`src/rtl/fetch_pkg.sv`:
```
// Shared types and constants for the instruction-fetch front end.
package fetch_pkg;

  localparam int XLEN_DEFAULT = 32;
  localparam logic [XLEN_DEFAULT-1:0] RESET_PC_DEFAULT = '0;
  localparam int INSTR_BYTES = 4;

  typedef struct packed {
    logic [XLEN_DEFAULT-1:0] pc;
    logic [XLEN_DEFAULT-1:0] instr;
  } fetch_entry_t;

endpackage

```
`src/rtl/fetch_if.sv`:
```
// Fetch-side bus: instruction-memory read port plus the decode-facing handshake.
interface fetch_if
  import fetch_pkg::*;
#(
  parameter int XLEN = XLEN_DEFAULT
) ();

  logic            imem_req;
  logic [XLEN-1:0] imem_addr;
  logic [XLEN-1:0] imem_rdata;
  logic            instr_valid;
  logic [XLEN-1:0] instr;
  logic [XLEN-1:0] instr_pc;
  logic [XLEN-1:0] instr_pc_plus4;
  logic            instr_ready;

  modport master (
    output imem_req, imem_addr, instr_valid, instr, instr_pc, instr_pc_plus4,
    input  imem_rdata, instr_ready
  );

  modport slave (
    input  imem_req, imem_addr, instr_valid, instr, instr_pc, instr_pc_plus4,
    output imem_rdata, instr_ready
  );

endinterface

```
`src/rtl/fetch_fifo.sv`:
```
// Small circular buffer of fetched instructions; flush empties it and wins over push/pop.
module fetch_fifo
  import fetch_pkg::*;
#(
  parameter int DEPTH = 4,
  parameter type entry_t = fetch_entry_t
) (
  input  logic                   clock,
  input  logic                   reset_n,
  input  logic                   push,
  input  entry_t                 push_data,
  input  logic                   pop,
  input  logic                   flush,
  output entry_t                 head,
  output logic                   valid,
  output logic [$clog2(DEPTH):0] count
);

  localparam int AW = $clog2(DEPTH);
  localparam int CW = AW + 1;

  entry_t        mem [DEPTH];
  logic [AW-1:0] wr_ptr;
  logic [AW-1:0] rd_ptr;
  logic          do_pop;

  assign valid  = (count != '0);
  assign do_pop = pop & valid;
  assign head   = mem[rd_ptr];

  always_ff @(posedge clock or negedge reset_n) begin
    if (!reset_n) begin
      wr_ptr <= '0;
      rd_ptr <= '0;
      count  <= '0;
    end else if (flush) begin
      wr_ptr <= '0;
      rd_ptr <= '0;
      count  <= '0;
    end else begin
      if (push)   wr_ptr <= wr_ptr + AW'(1);
      if (do_pop) rd_ptr <= rd_ptr + AW'(1);
      case ({push, do_pop})
        2'b10:   count <= count + CW'(1);
        2'b01:   count <= count - CW'(1);
        default: count <= count;
      endcase
    end
  end

  always_ff @(posedge clock) begin
    if (push && !flush) mem[wr_ptr] <= push_data;
  end

  // The upstream credit scheme must make a push into a full buffer impossible.
  a_no_overflow: assert property (@(posedge clock) disable iff (!reset_n)
    (push && !do_pop && !flush) |-> (count != CW'(DEPTH)));

endmodule

```
`src/rtl/fetch_unit.sv`:
```
// Fetch front end: owns the PC, issues credit-limited imem reads and buffers
// PC-tagged instructions for decode; a redirect flushes everything in flight.
module fetch_unit
  import fetch_pkg::*;
#(
  parameter int              XLEN     = XLEN_DEFAULT,
  parameter logic [XLEN-1:0] RESET_PC = XLEN'(RESET_PC_DEFAULT),
  parameter int              DEPTH    = 4
) (
  input  logic            clock,
  input  logic            reset_n,
  fetch_if.master         bus,
  input  logic            redirect_valid,
  input  logic [XLEN-1:0] redirect_target,
  output logic            misaligned
);

  localparam int CW = $clog2(DEPTH) + 1;
  localparam int OW = CW + 1;
  localparam logic [XLEN-1:0] STEP = XLEN'(INSTR_BYTES);

  typedef struct packed {
    logic [XLEN-1:0] pc;
    logic [XLEN-1:0] instr;
  } entry_t;

  logic [XLEN-1:0] fetch_pc;
  logic [XLEN-1:0] req_pc;
  logic            inflight;
  logic            kill;
  logic            pop;
  logic            push;
  logic            credit_ok;
  logic            head_valid;
  logic [CW-1:0]   count;
  logic [OW-1:0]   occupancy;
  entry_t          push_data;
  entry_t          head;

  assign pop = head_valid & bus.instr_ready;
  // Slots owed to a read still in flight are reserved so a push never finds the buffer full.
  assign occupancy = OW'(count) + OW'(inflight) - OW'(pop);
  assign credit_ok = (occupancy < OW'(DEPTH));

  assign bus.imem_req  = reset_n & ~redirect_valid & credit_ok;
  assign bus.imem_addr = fetch_pc;

  assign push      = inflight & ~kill;
  assign push_data = '{pc: req_pc, instr: bus.imem_rdata};

  assign bus.instr_valid    = head_valid;
  assign bus.instr          = head.instr;
  assign bus.instr_pc       = head.pc;
  assign bus.instr_pc_plus4 = head.pc + STEP;

  always_ff @(posedge clock or negedge reset_n) begin
    if (!reset_n) begin
      fetch_pc   <= RESET_PC;
      req_pc     <= RESET_PC;
      inflight   <= 1'b0;
      kill       <= 1'b0;
      misaligned <= 1'b0;
    end else begin
      inflight   <= bus.imem_req;
      req_pc     <= fetch_pc;
      kill       <= redirect_valid & inflight;
      misaligned <= redirect_valid & (redirect_target[1:0] != 2'b00);
      if (redirect_valid)
        fetch_pc <= {redirect_target[XLEN-1:2], 2'b00};
      else if (bus.imem_req)
        fetch_pc <= fetch_pc + STEP;
    end
  end

  fetch_fifo #(
    .DEPTH   (DEPTH),
    .entry_t (entry_t)
  ) u_fifo (
    .clock     (clock),
    .reset_n   (reset_n),
    .push      (push),
    .push_data (push_data),
    .pop       (pop),
    .flush     (redirect_valid),
    .head      (head),
    .valid     (head_valid),
    .count     (count)
  );

endmodule

```
`src/flat_wrapper.sv`:
```
// flat-port wrapper written by rule: the top's interface ports become plain ports
module fetch_unit_flat import fetch_pkg::*;
#(
  parameter int              XLEN     = XLEN_DEFAULT,
  parameter logic [XLEN-1:0] RESET_PC = XLEN'(RESET_PC_DEFAULT),
  parameter int              DEPTH    = 4
)
  (clock, reset_n, redirect_valid, redirect_target, misaligned, bus_imem_req, bus_imem_addr, bus_instr_valid, bus_instr, bus_instr_pc, bus_instr_pc_plus4, bus_imem_rdata, bus_instr_ready);
  fetch_if #(.XLEN(XLEN)) bus_i ();
  input  logic clock;
  input  logic reset_n;
  input  logic redirect_valid;
  input  logic [XLEN-1:0] redirect_target;
  output logic misaligned;
  output wire logic [$bits(bus_i.imem_req)-1:0] bus_imem_req;
  output wire logic [$bits(bus_i.imem_addr)-1:0] bus_imem_addr;
  output wire logic [$bits(bus_i.instr_valid)-1:0] bus_instr_valid;
  output wire logic [$bits(bus_i.instr)-1:0] bus_instr;
  output wire logic [$bits(bus_i.instr_pc)-1:0] bus_instr_pc;
  output wire logic [$bits(bus_i.instr_pc_plus4)-1:0] bus_instr_pc_plus4;
  input wire logic [$bits(bus_i.imem_rdata)-1:0] bus_imem_rdata;
  input wire logic [$bits(bus_i.instr_ready)-1:0] bus_instr_ready;
  assign bus_imem_req = bus_i.imem_req;
  assign bus_imem_addr = bus_i.imem_addr;
  assign bus_instr_valid = bus_i.instr_valid;
  assign bus_instr = bus_i.instr;
  assign bus_instr_pc = bus_i.instr_pc;
  assign bus_instr_pc_plus4 = bus_i.instr_pc_plus4;
  assign bus_i.imem_rdata = bus_imem_rdata;
  assign bus_i.instr_ready = bus_instr_ready;
  fetch_unit #(.XLEN(XLEN), .RESET_PC(RESET_PC), .DEPTH(DEPTH)) u_core (.clock(clock), .reset_n(reset_n), .bus(bus_i), .redirect_valid(redirect_valid), .redirect_target(redirect_target), .misaligned(misaligned));
endmodule
```
`config.mk`:
```
export PLATFORM = sky130hd
export DESIGN_NAME = fetch_unit_flat
export DESIGN_NICKNAME = d
export VERILOG_FILES = /design/src/rtl/fetch_pkg.sv /design/src/rtl/fetch_if.sv /design/src/rtl/fetch_fifo.sv /design/src/rtl/fetch_unit.sv /design/src/flat_wrapper.sv
export SDC_FILE = /design/constraint.sdc
export NUM_CORES = 1
export LEC_CHECK = 0
export BUFFER_PORTS_ARGS = -buffer_cell sky130_fd_sc_hd__buf_2
export CAP_MARGIN = 20
export CELL_PAD_IN_SITES_DETAIL_PLACEMENT = 0
export CELL_PAD_IN_SITES_GLOBAL_PLACEMENT = 1
export CORE_ASPECT_RATIO = 1.4
export CORE_UTILIZATION = 48
export DETAILED_ROUTE_END_ITERATION = 12
export PLACE_DENSITY = 0.77
export SLEW_MARGIN = 15
export SYNTH_ARGS = -nofsm -noshare
export SYNTH_HDL_FRONTEND = slang
export SYNTH_SLANG_ARGS = --single-unit
```
`constraint.sdc`:
```
create_clock -name clock -period 4.7 [get_ports clock]
set_clock_uncertainty 0.2 [all_clocks]
set_input_delay 0 -clock clock [delete_from_list [all_inputs] [get_ports clock]]
set_output_delay 0 -clock clock [all_outputs]
set_load 0.005 [all_outputs]
```
==> out/qor.csv, run 1 <==
stage,metric,value,unit
timing,Final Hold Slack,0.0151,ns
placed_design,Inst Count DP,1217,
clock_tree,Post-CTS Hold Fix Bufs,102,
critical_path,"Req. time, crit path",4.93,ns
drt,Vias/cell,5.46,
timing,Tcrit/Tclk final,87.1,%
timing,fin. max-slew vios,0,
logic_synthesis,asr flop ratio synth,22.0,%
timing,setup TNS,0,ns
logic_synthesis,synth warn,0,
grt,largest net degree at the start of global routing,64,
clock_tree,Max Buffers Root-to-Sink,3,
clock_tree,Num CTS Buffers,29,
grt,met1 usage,25.2,%
logic_synthesis,sequential-to-total area share from yosys stat,72.0,%
clock_tree,CTS tree,built,
logic_synthesis,Yosys top cell area share,58.3,%
pwr,Pwr Density,472,nW/um2
critical_path,CP Capture Type,flop,
logic_synthesis,main flop type after synthesis,edfxtp_1,
clock_tree,clock-pin slew on the worst setup and hold paths,0.07,ns
clock_tree,clk_lat worst skew,0.55,ns
logic_synthesis,Yosys top cell by area,edfxtp_1,
critical_path,Crit path arrival time,4.32,ns
grt,vias in the first global route,7561,
die,Die W,140,um
clock_tree,Setup Buffers After CTS,0,
layout,Synth-to-Final Area Change,25.5,%
critical_path,kind of critical path,flop to flop,
grt,GR Overflow Total,0,
logic_synthesis,Yosys reg bits,318,
timing,Worst-Margin Slew,0.935,ns
drt,DR pass1 iterations,5,
placed_design,port buffer count,192,
logic_synthesis,Post-synth EDFFs,248,
clock_tree,PostCTS Resize Cnt,0,
clock_tree,H-tree levels,1,
grt,met3 usage,2.38,%
die,IO Pins,199,
drt,post-route ant nets,0,
drt,via count,7487,
drt,final wirelength,26500,um
timing,Max transition margin,37.6,%
pwr,Max rail drop VDD,0.000292,V
logic_synthesis,Cell variety after synth,45,
die,die height,195,um
die,Row Count,70,
drt,First DRT Iteration DRCs,438,
layout,Ant. Diodes,0,
drt,DRC Markers,0,
layout,share of cells above drive strength 1,31.2,%
layout,Final Core Density,61.5,%
grt,first-pass GRT wire length,41100,um
timing,final setup fails,0,
placed_design,post-DP HPWL,16300,um
grt,GRT Total Usage,19.5,%
drt,WL per Instance,19.3,um
placed_design,GP Congestion,0.759,
layout,Final nets,1104,
logic_synthesis,synthesized instance count,724,
logic_synthesis,Syn Std Cell Area,12800,um2
die,Initial Utilization,49.0,%
clock_tree,Clock Tree Root,clkbuf_16,
logic_synthesis,Avg Synthesized Cell Area,17.7,um2
min_path,Worst Hold Class,input port to flop,
clock_tree,CTS sink count,318,
outcome,outcome,"finished, final reports clean",
timing,maximum operating frequency,0.244,GHz
critical_path,crit path max fanout,6,
timing,Final min period,4.10,ns
grt,GR peak layer,met2,
grt,initial antenna violation count,0,
pwr,Leak,5.75,nW
grt,GR Util met2,35.0,%
die,die area,27300,um2
timing,Final Hold Fails,0,
die,core area,26100,um2
timing,unrepaired setup endpoints after global routing,no,
critical_path,crit path launch type,flop,
layout,"Cell Count, Final, Fillers Out",1372,
run,maxcap violations,0,
logic_synthesis,Area contributors post-synth,"edfxtp_1 58%, dfrtp_1 14%, mux4_2 11%",
[power breakdown]
part | leakage [nW] | internal (W) | switching, W
registers | 3.04 | 0.00327 | 0.000209
clock network | 0.475 | 0.00134 | 0.000983
logic | 2.24 | 0.000902 | 0.000871
[stage by stage]
step           power (W)  instance area (um2)  setup slack, ns
3_5_place_dp     0.00526                14100            0.989
5_1_grt          0.00792                16000            0.299
4_1_cts          0.00765                16000            0.600
2_1_floorplan    0.00460                12800             1.36
6_report         0.00757                16000            0.605
3_3_place_gp     0.00524                14100             1.15
[cells in the final DEF, fill, tap and decap left out, types with 6 or more instances in the layout]
| cell | Yosys | final |
|---|---|---|
| ha_1 | 9 | 9 |
| inv_1 | 21 | 21 |
| nand3_1 | 16 | 16 |
| or4_1 | 18 | 18 |
| conb_1 | 1 | 6 |
| dlygate4sd3_1 | 0 | 102 |
| clkinv_2 | 0 | 7 |
| buf_2 | 9 | 191 |
| or3_1 | 7 | 7 |
| clkbuf_16 | 0 | 31 |
| nor2_1 | 50 | 50 |
| o31ai_1 | 20 | 20 |
| a31oi_1 | 24 | 24 |
| xor2_1 | 12 | 12 |
| nand2_1 | 26 | 26 |
| edfxtp_1 | 248 | 248 |
| dfrtp_1 | 70 | 68 |
| o21ai_0 | 11 | 11 |
| mux4_2 | 62 | 62 |
| nand4_1 | 15 | 15 |
| and3_1 | 10 | 6 |
| buf_4 | 10 | 9 |
| xnor2_1 | 26 | 26 |
| nor3_1 | 10 | 10 |
[path summary, 6_finish.rpt]
| check | slack [ns] | cells past startpoint | endpoint | startpoint |
|---|---|---|---|---|
| max in group asynchronous | 3.61 | 3 | u_core.u_fifo.rd_ptr[0]$_DFFE_PN0P_ | reset_n |
| hold / removal | 0.02 | 2 | u_core.u_fifo.mem[2][17]$_DFFE_PP_ | bus_imem_rdata[17] |
| setup reg to reg | 0.60 | 11 | u_core.bus.imem_addr[3]$_DFFE_PN0P_ | u_core.u_fifo.count[0]$_DFFE_PN0P_ |
| min in group asynchronous | 0.06 | 3 | u_core.bus.imem_addr[5]$_DFFE_PN0P_ | reset_n |
| setup / recovery | 0.60 | 11 | u_core.bus.imem_addr[3]$_DFFE_PN0P_ | u_core.u_fifo.count[0]$_DFFE_PN0P_ |
| hold reg to reg | 0.26 | 0 | u_core.req_pc[31]$_DFF_PN0_ | u_core.bus.imem_addr[31]$_DFFE_PN0P_ |
[cells in the mapped netlist (4+ instances only)]
cell type and instances:
xnor2_1 26, nand4_1 15, a31oi_1 24, buf_4 10, mux4_2 62, edfxtp_1 248, o31ai_1 20, buf_6 4
ha_1 9, nand2_1 26, o21ai_0 11, dfrtp_1 70, nor2_1 50, nand3_1 16, xor2_1 12, nor3_1 10
clkbuf_1 14, inv_1 21, or4_1 18, or3_1 7, and3_1 10, buf_2 9
[sequential cells by signal, summed over array words and instances (netlist names)]
register              count
u_core.u_fifo.rd_ptr      2
u_core.u_fifo.count       3
u_core.req_pc            30
u_core.u_fifo.wr_ptr      2
u_core.kill               1
u_core.u_fifo.mem       248
u_core.bus.imem_addr     30
u_core.inflight           1
u_core.misaligned         1
[worst max-delay path, stage by stage, from the launching register on]
cell           delay (ns)
dfrtp_1              0.44
o31ai_1              0.67
inv_1                0.15
ha_1                 0.22
inv_1                0.05
ha_1                 0.21
and3b_1              0.23
o211a_1              0.29
o31ai_1              0.61
mux2i_1              0.24
o21ai_0              0.08
dlygate4sd3_1        0.57
[per-layer routing]
| layer | vias up | wire length (um) |
|---|---|---|
| met5 | - | 0 |
| met4 | 0 | 474 |
| met1 | 3779 | 10800 |
| met3 | 35 | 1290 |
| li1 | 3453 | - |
| met2 | 220 | 13900 |
[area by class of cell]
| class | count | area [um2] |
|---|---|---|
| sequential | 318 | 9200 |
| clock buffer | 35 | 811 |
| fill | 1941 | 10100 |
| multi-input combinational | 350 | 3290 |
| clock inverter | 18 | 148 |
| tap | 324 | 405 |
| inverter | 22 | 82.6 |
| timing repair buffer | 305 | 2100 |
[kinds of logic (layout without fill, tap and decap cells)]
| group | after synthesis | count (layout) | share of synthesized area (%) |
|---|---|---|---|
| XOR/XNOR | 38 | 38 | 2.60 |
| adder cells (fa/ha/maj) | 10 | 10 | 1.04 |
| flip-flops | 318 | 318 | 72.0 |
| multiplexers | 63 | 63 | 11.0 |
| AND/OR/NAND/NOR | 169 | 169 | 7.40 |
| AO/OA/AOI/OAI | 64 | 64 | 3.46 |
| other | 1 | 6 | 0.0293 |
| buffers and inverters | 61 | 380 | 2.50 |
Power figures use the tool's default switching activity.
==> inputs of run 2 (changes only) <==
Clock period 4.7 ns to 4.25 ns, I/O delays scaled along.
==> out/qor.csv, run 2 (same netlist as run 1, synthesis figures left out) <==
stage,metric,value,unit,change
clock_tree,clk_lat worst skew,0.54,ns,about the same
layout,"commonest non-fill, non-tap cell in the layout",edfxtp_1,,
layout,max FFs per register,248,,unchanged
grt,GRT Total Usage,20.1,%,+0.51 points
grt,initial antenna violation count,1,,+1
critical_path,crit-path cells,o31ai_1 > buf_4 > inv_1 > ha_1 > inv_1 > ha_1 > and3b_1 > o211a_1 > o31ai_1 > mux2i_1 > o21ai_0 > dlygate4sd3_1,,
clock_tree,H-tree levels,1,,unchanged
critical_path,"Req. time, crit path",4.48,ns,-0.45 ns
timing,Tcrit/Tclk final,86.2,%,-0.93 points
die,core area,26100,um2,unchanged
grt,first-pass GRT wire length,42200,um,+2.6%
placed_design,port buffer count,192,,unchanged
layout,Final Core Density,61.0,%,-0.45 points
timing,unrepaired setup endpoints after global routing,no,,
critical_path,Crit path arrival time,3.89,ns,-0.43 ns
drt,met3 wire len,1340,um,+4.4%
timing,Final Hold Fails,0,,unchanged
die,die height,195,um,unchanged
timing,setup TNS,0,ns,unchanged
critical_path,reg2reg setup slack,0.59,ns,-0.02 ns
outcome,outcome,"finished, final reports clean",,
layout,"Cell Count, Final, Fillers Out",1369,,-0.22%
critical_path,crit path max fanout,6,,unchanged
pwr,Pwr Density,522,nW/um2,+11%
layout,register bank with the most flops,u_core.u_fifo.mem,,
min_path,WHS Path Cells,2,,unchanged
placed_design,dpl ws,0.935,ns,-0.0542 ns
clock_tree,CTS sink count,318,,unchanged
timing,Worst-Margin Slew,0.803,ns,-0.133 ns
drt,final wirelength,26900,um,+1.6%
critical_path,crit path launch type,flop,,
drt,met2 WL post-DR,14000,um,+0.29%
clock_tree,Max Buffers Root-to-Sink,3,,unchanged
drt,via count,7550,,+0.84%
placed_design,post-DP HPWL,17500,um,+6.9%
die,IO Pins,199,,unchanged
critical_path,Reg2Reg Capture Point,u_core.bus.imem_addr[3]$_DFFE_PN0P_,,
clock_tree,Num CTS Buffers,29,,unchanged
timing,setup ws final,0.586,ns,-0.0186 ns
die,Die W,140,um,unchanged
critical_path,CP Capture Type,flop,,
timing,maximum operating frequency,0.273,GHz,+12%
drt,Vias/cell,5.51,,+1.1%
layout,Finished Cell Area,15900,um2,-0.73%
clock_tree,Clock Tree Root,clkbuf_16,,
placed_design,GP Congestion,0.787,,+3.7%
drt,Met1 Routed Length,11100,um,+3.0%
drt,First DRT Iteration DRCs,414,,-5.5%
critical_path,Worst R2R Path Depth,12,,+1
min_path,Worst Hold Class,input port to flop,,
layout,Synth-to-Final Area Change,24.6,%,
die,Initial Utilization,49.0,%,unchanged
drt,DR pass1 iterations,4,,-1
drt,Highest Signal Layer,met4,,
timing,fin. max-slew vios,0,,unchanged
die,die area,27300,um2,unchanged
layout,most frequent cells in the layout,"248 x edfxtp_1, 191 x buf_2, 87 x dlygate4sd3_1",,
placed_design,Inst Count DP,1227,,+0.82%
timing,Final min period,3.66,ns,-0.431 ns
run,maxcap violations,0,,unchanged
critical_path,"Slowest-stage cell, CP",o31ai_1,,
min_path,Hold EP,u_core.u_fifo.mem[3][28]$_DFFE_PP_,,
critical_path,CP peak stage delay,0.58,ns,-0.09 ns
placed_design,DP Area,14100,um2,+0.45%
die,Row Count,70,,unchanged
drt,WL per Instance,19.6,um,+1.8%
drt,DRC Markers,0,,unchanged
clock_tree,PostCTS Resize Cnt,0,,unchanged
grt,vias in the first global route,7619,,+0.77%
timing,final setup fails,0,,unchanged
timing,Max transition margin,46.3,%,+8.7 points
grt,GR Overflow Total,0,,unchanged
pwr,Leak,5.72,nW,-0.60%
grt,largest net degree at the start of global routing,53,,-17%
clock_tree,CTS tree,built,,
layout,Final nets,1100,,-0.36%
layout,share of cells above drive strength 1,32.0,%,+0.79 points
clock_tree,clock-pin slew on the worst setup and hold paths,0.07,ns,about the same
pwr,Max rail drop VDD,0.000296,V,+1.4%
drt,post-route ant nets,0,,unchanged
min_path,Hold Crit Start,bus_imem_rdata[28],,
critical_path,kind of critical path,flop to flop,,
critical_path,R2R Path Start,u_core.u_fifo.count[0]$_DFFE_PN0P_,,
run 2: worst max-delay path by stage:
stage	startpoint	to	cells past startpoint
global route	u_core.u_fifo.count[0]$_DFFE_PN0P_	u_core.bus.imem_addr[3]$_DFFE_PN0P_	12
global placement	u_core.u_fifo.count[0]$_DFFE_PN0P_	u_core.bus.imem_addr[31]$_DFFE_PN0P_	12
detailed placement	u_core.u_fifo.count[0]$_DFFE_PN0P_	u_core.bus.imem_addr[22]$_DFFE_PN0P_	12
floorplan	u_core.u_fifo.count[1]$_DFFE_PN0P_	u_core.bus.imem_addr[19]$_DFFE_PN0P_	11
finish	u_core.u_fifo.count[0]$_DFFE_PN0P_	u_core.bus.imem_addr[3]$_DFFE_PN0P_	12
CTS	u_core.u_fifo.count[0]$_DFFE_PN0P_	u_core.bus.imem_addr[3]$_DFFE_PN0P_	12
run 2: worst max-delay path: cells and delay by family (launching register included):
family                   cells  cell delay [ns]
AO/OA/AOI/OAI                4             1.19
buffers and inverters        4             0.86
flip-flops                   1             0.44
AND/OR/NAND/NOR              1             0.23
multiplexers                 1             0.24
adder cells (fa/ha/maj)      2             0.38
run 2: cell type report:
cell class | count | area (um2)
clock inverter | 17 | 123
tap | 324 | 405
clock buffer | 36 | 783
timing repair buffer | 301 | 2040
antenna | 1 | 2.50
sequential | 318 | 9200
multi-input combinational | 350 | 3290
inverter | 22 | 82.6
fill | 1974 | 10200
run 2: timing repair:
item                                   CTS  global route
setup endpoints to repair                0             0
setup buffers                            0             0
endpoints found under the hold margin  237             0
hold buffers                            88             0
run 2: power breakdown:
group | leakage [nW] | switching (W) | internal, W
registers | 3.04 | 0.000212 | 0.00361
clock network | 0.444 | 0.00109 | 0.00137
logic | 2.23 | 0.000999 | 0.00102
run 2: per-layer routing:
| metal | vias up | track usage, % |
|---|---|---|
| li1 | 3457 | - |
| met1 | 3800 | 26.5 |
| met2 | 261 | 35.7 |
| met3 | 32 | 2.08 |
| met4 | 0 | 4.88 |
| met5 | - | 0 |
run 2: stage by stage:
stage / total power, W / hold WS, ns
after global routing: 0.00870 / 0.0173
after global placement: 0.00583 / -0.217
after CTS: 0.00840 / 0.000331
after detailed placement: 0.00586 / -0.222
after floorplan: 0.00509 / -0.496
final: 0.00831 / 0.0131
==> inputs of run 3 (changes only) <==
Settings changed: BUFFER_PORTS_ARGS -buffer_cell sky130_fd_sc_hd__buf_2 to unset, CORE_UTILIZATION 48 to 53, DONT_BUFFER_PORTS set to 1, PLACE_DENSITY 0.77 to 0.75.
==> out/qor.csv, run 3 (same netlist as run 1, synthesis figures left out) <==
stage,metric,value,unit,change
layout,"Cell Count, Final, Fillers Out",1183,,-14%
die,core area,23500,um2,-10%
drt,Vias/cell,5.90,,+6.9%
critical_path,crit-path cells,mux4_2 > ha_1 > and2_1 > nand3_1 > nor3_1 > xnor2_1,,
die,IO Pins,199,,unchanged
drt,DRC Markers,0,,unchanged
drt,final wirelength,26500,um,-1.3%
critical_path,"Slowest-stage cell, CP",dfrtp_2,,
critical_path,Critical Path Source,u_core.u_fifo.rd_ptr[1]$_DFFE_PN0P_,,
timing,Final Hold Fails,2,,+2
clock_tree,Setup Buffers After CTS,0,,unchanged
clock_tree,Clock Tree Root,clkbuf_16,,
critical_path,kind of critical path,flop to primary output,,
clock_tree,Max Buffers Root-to-Sink,3,,unchanged
grt,first-pass GRT wire length,40500,um,-3.9%
drt,First DRT Iteration DRCs,350,,-15%
placed_design,Inst Count DP,1005,,-18%
placed_design,port buffer count,0,,-100%
clock_tree,H-tree levels,1,,unchanged
pwr,Max rail drop VDD,0.000317,V,+7.1%
outcome,failing checks,hold timing,,
drt,via count,6976,,-7.6%
grt,GR Overflow Total,0,,unchanged
critical_path,Crit path arrival time,3.60,ns,-0.29 ns
die,Die W,133,um,-4.8%
layout,share of cells above drive strength 1,15.3,%,-17 points
pwr,Leak,5.10,nW,-11%
timing,Max transition margin,33.2,%,-13 points
grt,vias in the first global route,7350,,-3.5%
outcome,outcome,finished with violations,,
grt,GRT Total Usage,21.8,%,+1.7 points
timing,setup TNS,0,ns,unchanged
critical_path,CP peak stage delay,0.82,ns,+0.24 ns
die,die area,24700,um2,-9.3%
layout,Ant. Diodes,0,,-1
timing,unrepaired setup endpoints after global routing,no,,
timing,final setup fails,0,,unchanged
layout,Final nets,933,,-15%
timing,Worst-Margin Slew,1.00,ns,+0.199 ns
critical_path,CP bufs+invs,0,,-4
timing,Final min period,3.80,ns,+0.134 ns
clock_tree,clk_lat worst skew,0.54,ns,about the same
timing,Tcrit/Tclk final,89.4,%,+3.1 points
timing,fin. max-slew vios,0,,unchanged
drt,DR pass1 iterations,4,,unchanged
min_path,Worst Hold Class,input port to flop,,
critical_path,"Req. time, crit path",4.05,ns,-0.43 ns
layout,most frequent cells in the layout,"248 x edfxtp_1, 123 x dlygate4sd3_1, 68 x dfrtp_1",,
clock_tree,CTS tree,built,,
clock_tree,PostCTS Resize Cnt,0,,unchanged
critical_path,CP Capture Type,primary output,,
clock_tree,Num CTS Buffers,29,,unchanged
layout,Final Core Density,65.0,%,+4.0 points
grt,initial antenna violation count,0,,-1
grt,largest net degree at the start of global routing,71,,+34%
critical_path,crit path max fanout,26,,+20
die,Initial Utilization,54.5,%,+5.5 points
layout,Synth-to-Final Area Change,19.4,%,
pwr,Pwr Density,525,nW/um2,+0.59%
layout,register bank with the most flops,u_core.u_fifo.mem,,
clock_tree,clock-pin slew on the worst setup and hold paths,0.06,ns,about the same
min_path,Hold Crit Start,bus_imem_rdata[13],,
die,die height,186,um,-4.8%
drt,post-route ant nets,0,,unchanged
run,maxcap violations,0,,unchanged
die,Row Count,66,,-5.7%
placed_design,GP Congestion,0.826,,+5.0%
timing,maximum operating frequency,0.263,GHz,-3.5%
critical_path,crit path launch type,flop,,
drt,WL per Instance,22.4,um,+14%
critical_path,cell family with most CP delay,simple AND/OR/NAND/NOR gates,,
layout,max FFs per register,248,,unchanged
layout,"commonest non-fill, non-tap cell in the layout",edfxtp_1,,
timing,Final Hold Slack,-0.000496,ns,-0.0136 ns
clock_tree,CTS sink count,318,,unchanged
critical_path,R2R Path Start,u_core.u_fifo.count[0]$_DFFE_PN0P_,,
placed_design,post-DP HPWL,16300,um,-6.4%
[run 3: path summary, 6_finish.rpt]
check                           depth (start not counted)  slack (ns)                              endpoint
worst max-delay path                                    6        0.45                bus_instr_pc_plus4[20]
worst min-delay path                                    1     -0.0005    u_core.u_fifo.mem[2][13]$_DFFE_PP_
worst max register to register                         12        0.92  u_core.bus.imem_addr[30]$_DFFE_PN0P_
worst min register to register                          0        0.30    u_core.u_fifo.mem[2][59]$_DFFE_PP_
max in group asynchronous                               4        3.06   u_core.u_fifo.rd_ptr[1]$_DFFE_PN0P_
min in group asynchronous                               4        0.43            u_core.req_pc[8]$_DFF_PN0_
[run 3: metrics by stage]
| stage | instance area, um2 | power [W] | worst slack, ns |
|---|---|---|---|
| finish | 15300 | 0.00801 | 0.453 |
| detailed placement | 13000 | 0.00545 | 0.922 |
| global placement | 13000 | 0.00541 | 1.02 |
| global route | 15300 | 0.00835 | 0.222 |
| CTS | 15300 | 0.00809 | 0.368 |
| floorplan | 12800 | 0.00509 | 0.910 |
[run 3: timing repair]
action / in CTS / in global routing
hold endpoints to repair: 238 / 0
hold buffers: 125 / 0
endpoints found under the setup margin: 0 / 0
[run 3: report_power, final]
part | leakage (nW) | switching [W] | internal (W)
sequential | 3.04 | 0.000229 | 0.00362
clock | 0.462 | 0.00107 | 0.00145
combinational | 1.59 | 0.000914 | 0.000733
[run 3: per-layer routing]
metal  GRT usage [%]  vias up  part of all wire, %
li1                -     3114                    -
met1            26.3     3583                   39
met2            39.8      243                   53
met3            4.22       36                  6.1
met4            5.73        0                  1.9
met5               0        -                    0
[run 3: final cells by class]
class                           instances  area [um2]
Sequential cell                       318        9200
Fill cell                            1667        8200
Multi-Input combinational cell        350        3300
Timing Repair Buffer                  134        1350
Clock buffer                           33         751
Tap cell                              306         383
Clock inverter                         20         179
Inverter                               22        82.6
